[config.mk]
export PLATFORM = sky130hd
export DESIGN_NAME = maxpool1d
export DESIGN_NICKNAME = d
export VERILOG_FILES = /design/src/rtl/maxpool1d.sv
export SDC_FILE = /design/constraint.sdc
export NUM_CORES = 1
export LEC_CHECK = 0
export CELL_PAD_IN_SITES_DETAIL_PLACEMENT = 1
export CELL_PAD_IN_SITES_GLOBAL_PLACEMENT = 2
export CORE_ASPECT_RATIO = 0.6
export CORE_MARGIN = 2
export CORE_UTILIZATION = 34
export CTS_CLUSTER_SIZE = 16
export DETAILED_ROUTE_END_ITERATION = 6
export MAX_ROUTING_LAYER = met4
export PLACE_DENSITY_LB_ADDON = 0.1
export REMOVE_ABC_BUFFERS = 1
export SLEW_MARGIN = 40
export SYNTH_ARGS = -nofsm -noshare
export SYNTH_HDL_FRONTEND = slang
export SYNTH_SLANG_ARGS = --single-unit
export TNS_END_PERCENT = 50
[constraint.sdc]
create_clock -name clk -period 3.95 [get_ports clk]
set_clock_uncertainty 0.05 [all_clocks]
set_input_delay 0.79 -clock clk [delete_from_list [all_inputs] [get_ports clk]]
set_output_delay 0.79 -clock clk [all_outputs]
set_load 0.02 [all_outputs]
[src/rtl/maxpool1d.sv]
// rtl/maxpool1d.sv - non-overlapping 1-D max pooling over a valid/ready sample stream
module maxpool1d #(
    parameter int DATA_WIDTH = 12,
    parameter int POOL_SIZE  = 2,
    parameter int SIGNED     = 1
) (
    input  logic                  clk,
    input  logic                  rst,
    output logic                  maxpool1d_ready_in,
    input  logic                  maxpool1d_valid_in,
    input  logic [DATA_WIDTH-1:0] maxpool1d_data_in,
    input  logic                  maxpool1d_last_in,
    input  logic                  maxpool1d_ready_out,
    output logic                  maxpool1d_valid_out,
    output logic [DATA_WIDTH-1:0] maxpool1d_data_out,
    output logic                  maxpool1d_last_out
);
    localparam int CW = (POOL_SIZE > 1) ? $clog2(POOL_SIZE) : 1;
    localparam logic [CW-1:0] CNT_MAX = CW'(POOL_SIZE - 1);

    logic [CW-1:0]         cnt;
    logic [DATA_WIDTH-1:0] max_r;
    logic                  closing;
    logic                  in_fire;
    logic                  out_fire;
    logic                  gt;
    logic [DATA_WIDTH-1:0] cand;

    assign closing  = (cnt == CNT_MAX) | maxpool1d_last_in;
    assign maxpool1d_ready_in = ~maxpool1d_valid_out | maxpool1d_ready_out | ~closing;
    assign in_fire  = maxpool1d_valid_in & maxpool1d_ready_in;
    assign out_fire = maxpool1d_valid_out & maxpool1d_ready_out;

    assign gt   = (SIGNED != 0) ? ($signed(maxpool1d_data_in) > $signed(max_r))
                                : (maxpool1d_data_in > max_r);
    // First sample of a window seeds the max regardless of the stale register
    assign cand = ((cnt == '0) || gt) ? maxpool1d_data_in : max_r;

    always_ff @(posedge clk or negedge rst) begin
        if (!rst) begin
            cnt                 <= '0;
            max_r               <= '0;
            maxpool1d_valid_out <= 1'b0;
            maxpool1d_data_out  <= '0;
            maxpool1d_last_out  <= 1'b0;
        end else begin
            if (in_fire) begin
                max_r <= cand;
                cnt   <= closing ? '0 : cnt + CW'(1);
            end
            if (in_fire && closing) begin
                maxpool1d_valid_out <= 1'b1;
                maxpool1d_data_out  <= cand;
                maxpool1d_last_out  <= maxpool1d_last_in;
            end else if (out_fire) begin
                maxpool1d_valid_out <= 1'b0;
            end
        end
    end
endmodule

Word-level counts from Yosys, hierarchy flattened

Cells that the tools add are included.

Input bits: 17
Memories kept: 0
Bits in writable memories: 0
Register bits: 27
Word-level logic and storage cells: 22
Latch bits: 0
ROM bits: 0

Shifts and indexed selects: 0
Multiply operators: 0
Bitwise gates (word level): 8
$lt $le $gt $ge: 1
Divide/modulo/power cells: 0
Eq/ne operators: 0
Add/sub/neg operators: 1
Reductions and logical operators: 3
Multiplexer cells: 4

Operator list:

| operator              | number |
|---|---|
| $gt A12 B12 Y1        | 1 |
| $mux W12              | 1 |
| $mux W1               | 3 |
| $not A1 Y1            | 3 |
| $or A1 B1 Y1          | 3 |
| $and A1 B1 Y1         | 2 |
| $reduce_bool A2 Y1    | 1 |
| $add A1 B1 Y1 const B | 1 |
| $logic_and A1 B1 Y1   | 1 |
| $logic_or A1 B1 Y1    | 1 |

Logic depth before layout (Yosys ltp)

Word-level depth: 6
Gate-level depth with buffers: 8
Mapped depth without buffers: 7

Least setup slack after synthesis

No wires, ideal clock.

Path kind: input-to-reg
Start point: input port maxpool1d_data_in[9]
End point: register maxpool1d_data_out[10]
Path buffers: 1
Setup time: 0.135 ns
Cell stages on the path: 7
Setup slack: 1.437 ns
Arrival: 2.328 ns
Cell sequence: ha_1 > a21o_1 > a2111oi_4 > o221ai_2 > a21oi_1 > buf_2 > a221oi_2

Longest elaborated chain between the ends: 3

RTL lines:

| element              | RTL line | RTL |
|---|---|---|
| from (decl)          | 11       | `input logic [DATA_WIDTH-1:0] maxpool1d_data_in,` |
| $gt A12 B12 Y1       | 34       | `assign gt = (SIGNED != 0) ? ($signed(maxpool1d_data_in) > $signed(max_r))` |
| $logic_or A1 B1 Y1   | 37       | `assign cand = ((cnt == '0) \|\| gt) ? maxpool1d_data_in : max_r;` |
| $mux W12             | 37       |  |
| to (signal assigned) | 53       | `maxpool1d_data_out <= cand;` |
| to (decl)            | 15       | `output logic [DATA_WIDTH-1:0] maxpool1d_data_out,` |

No other way between the ends.
A chain may end at the register's enable or synchronous reset.

Final worst setup path

Start point: input port maxpool1d_data_in[2]
End point: register maxpool1d_data_out[5]

The elaborated chain is that of the path after synthesis.

==> flow_metrics.py <==
metrics = {
    "floorplanning": {
        "io_pins": 32,
        "die_h_um": 55.7,
        "core.rowCount": 18,
        "die_x_um": 90.1,
        "dieArea_sq_um": 5020,
        "start_util": 0.361,
        "core_area_sq_um": 4190,
    },
    "sta": {
        "fmax_mhz": 315,
        "slew_headroom": 0.513,
        "hold_viol_final": 0,
        "tightestPinTransition_ps": 730,
        "slew_viol_final": 0,
        "finalCriticalPeriod_ps": 3170,
        "grt_setup_unrepaired": "false",
        "setup_viol": 0,
        "timing.hold.ws_ps": 472,
        "fin_crit_sh": 0.803,
        "finalSetupTns_ps": 0,
    },
    "route": {
        "vias": 1126,
        "drtIter0Drc": 28,
        "wl_met1_um": 1800,
        "ant_nets": 0,
        "routed-wl-met2_um": 1670,
        "wl_met3_um": 144,
        "wl_per_cell_um": 15.7,
        "routed.top_layer": "met4",
        "drc": 0,
        "first_pass_iters": 4,
        "routed_via_density": 4.87,
        "routed_wl_um": 3620,
    },
    "cts": {
        "clk_transition_reported_paths_ps": 100,
        "ctsResizeCount": 0,
        "cts_buffers": 3,
        "cts_buffer_depth": 2,
        "ctsHoldBuffers": 0,
        "cts.sinks": 27,
        "cts_tree": "done",
        "root_buffer": "clkbuf_8",
        "htree_levels": 1,
        "post_cts_buffers": 0,
        "clock_latency_ps": 280,
    },
    "synth": {
        "post_synth_num_cell_types": 27,
        "syn_area_sq_um": 1510,
        "yosysSeqAreaShare": 0.446,
        "synth_top_area_frac": 0.446,
        "postSynthCellCount": 137,
        "yosysTopAreaCell": "dfrtp_1",
        "ys_warn_count": 0,
        "ys_ff_latch": 27,
        "synthTopCellsByArea": "dfrtp_1 45%, a221oi_2 9.9%, ha_1 9.9%",
        "avgSynthCellArea_sq_um": 11.1,
    },
    "layout": {
        "final_area_sq_um": 1940,
        "nets": 201,
        "syn_to_final_growth_pct": 27.9,
        "fillers": 484,
        "drive_gt1_frac": 0.135,
        "diodes": 0,
        "fin_util": 0.462,
    },
    "worst_setup_path": {
        "crit_type": "input port to register",
        "rr_worst_depth": 8,
        "start_kind": "input port",
        "crit_buf_inv": 2,
        "crit_family": "compound AO/OA/AOI/OAI gates",
        "rr_endpoint": "maxpool1d_data_out[5]",
        "r2r-start": "max_r[2]",
        "cp_max_fo": 7,
        "worstPathArrival_ps": 3280,
        "crit_chain": "clkdlybuf4s50_1 > ha_1 > a21o_1 > a211oi_1 > o221ai_2 > a21oi_1 > buf_4 > a221oi_2",
        "slowest_stage": "a21oi_1",
        "crit_required_ps": 4060,
        "rrSetupSlack_ps": 1290,
        "worst_setup_path_end_kind": "register",
        "cp_slowest_stage_delay_ps": 600,
    },
    "pwr": {
        "power_density_nw_per_um2": 506,
        "power_leakage_uw": 0.000925,
        "ir_drop_uv": 179,
    },
    "worst_hold_path": {
        "hold_depth": 1,
        "min_from": "maxpool1d_last_out",
        "min_to": "maxpool1d_last_out",
        "hold_class": "register to register",
    },
    "grt": {
        "antenna_found_initial": 0,
        "grt_pass1_vias": 1205,
        "track_usage": 0.160,
        "grt_max_degree": 28,
        "grt-ovfl-total": 0,
        "grt_first_pass_wirelength_um": 6160,
    },
    "placement": {
        "placed_area_sq_um": 1890,
        "dp.final_hpwl_um": 2710,
        "io_buffers": 31,
        "place_congestion": 0.698,
    },
    "run_status": {
        "status": "finished clean",
    },
    "run": {
        "maxCapViolCount": 0,
    },
}
==> worst register-to-register path, cell delays in order, from the launching register on <==
cell and delay, ps:
dfrtp_1 370, inv_1 120, ha_1 290, a21o_1 200, a211oi_1 360, o221ai_2 180, a21oi_1 600, buf_4 310
a221oi_2 80
==> routing by layer <==
metal / track usage / vias to the layer above
met5: - / -
met4: 0.0264 / 0
met3: 0.0407 / 2
met2: 0.247 / 21
met1: 0.217 / 550
li1: - / 553
==> cell usage after synthesis <==
cell,count
a2111oi_4,1
a211oi_1,1
a21o_1,2
a21oi_1,3
a221oi_1,2
a221oi_2,10
a32o_1,1
and3_4,1
and4b_1,1
buf_2,1
buf_6,2
clkbuf_1,1
dfrtp_1,27
ha_1,12
inv_1,25
mux2i_1,12
nand2_1,9
nand2b_1,1
nand3_1,1
nand4_1,3
nand4_2,1
nor2_1,14
o21a_1,1
o221ai_2,1
o32ai_1,1
or2_0,1
or2_2,2
==> logic make-up after synthesis <==
logic type      count (synthesis)  synth area share
flops                          27             0.446
mux                            12            0.0793
buf+inv                        29            0.0826
compound gates                 23             0.181
simple gates                   34             0.112
fa+ha+maj                      12            0.0992
==> area by class of cell <==
class | instances | area [sq um] | share of cell area
well taps | 60 | 75.1 | 0.0388
repair buffers | 34 | 333 | 0.172
flip-flops and latches | 27 | 676 | 0.349
multi-input cells | 81 | 713 | 0.368
inverters | 25 | 93.8 | 0.0484
clock buffers | 3 | 41.3 | 0.0213
clock inverters | 1 | 5.00 | 0.00258
==> how the worst max path moves through the flow <==
stage	cells after the start	from	slack, ps	end
detailed placement	8	maxpool1d_data_in[2]	470	maxpool1d_data_out[5]
global route	8	maxpool1d_data_in[2]	590	maxpool1d_data_out[2]
floorplan	6	maxpool1d_data_in[9]	970	maxpool1d_data_out[0]
finish	8	maxpool1d_data_in[2]	780	maxpool1d_data_out[5]
global placement	8	maxpool1d_data_in[2]	540	maxpool1d_data_out[5]
CTS	8	maxpool1d_data_in[2]	770	maxpool1d_data_out[5]
==> cell usage in the layout, fill, tap and decap left out <==
master | synthesis | final
a2111oi_4 | 1 | 1
dfrtp_1 | 27 | 27
nand3_1 | 1 | 1
buf_4 | 0 | 3
a32o_1 | 1 | 1
nor2_1 | 14 | 14
a221oi_1 | 2 | 2
o32ai_1 | 1 | 1
nand2_1 | 9 | 9
nand4_2 | 1 | 1
a211oi_1 | 1 | 1
clkbuf_8 | 0 | 3
inv_1 | 25 | 25
a21oi_1 | 3 | 3
o21a_1 | 1 | 1
and3_4 | 1 | 1
mux2i_1 | 12 | 12
a221oi_2 | 10 | 10
or2_0 | 1 | 1
a21o_1 | 2 | 2
clkinv_2 | 0 | 1
nand4_1 | 3 | 3
o221ai_2 | 1 | 1
and4b_1 | 1 | 1
nand2b_1 | 1 | 1
ha_1 | 12 | 12
clkdlybuf4s50_1 | 0 | 31
or2_2 | 2 | 2
==> sequential cells by signal, summed over array words and instances (netlist names) <==
register	flops
max_r	12
cnt	1
maxpool1d_data_out	12
maxpool1d_valid_out	1
maxpool1d_last_out	1
==> per-stage QoR <==
step / setup WS, ps / total power, uW / std cells
2_1_floorplan: 975 / 650 / 133
3_3_place_gp: 540 / 816 / 227
3_5_place_dp: 465 / 829 / 227
4_1_cts: 766 / 997 / 231
5_1_grt: 590 / 1050 / 231
6_report: 778 / 980 / 231
==> power breakdown <==
group	total, uW	switching (uW)	internal (uW)	leakage (uW)
logic	433	236	197	0.000593
registers	385	34.6	351	0.000306
clock network	162	91.5	70.9	0.0000255
total	980	362	618	0.000925
Note: power is estimated with default switching activity, not from simulation.
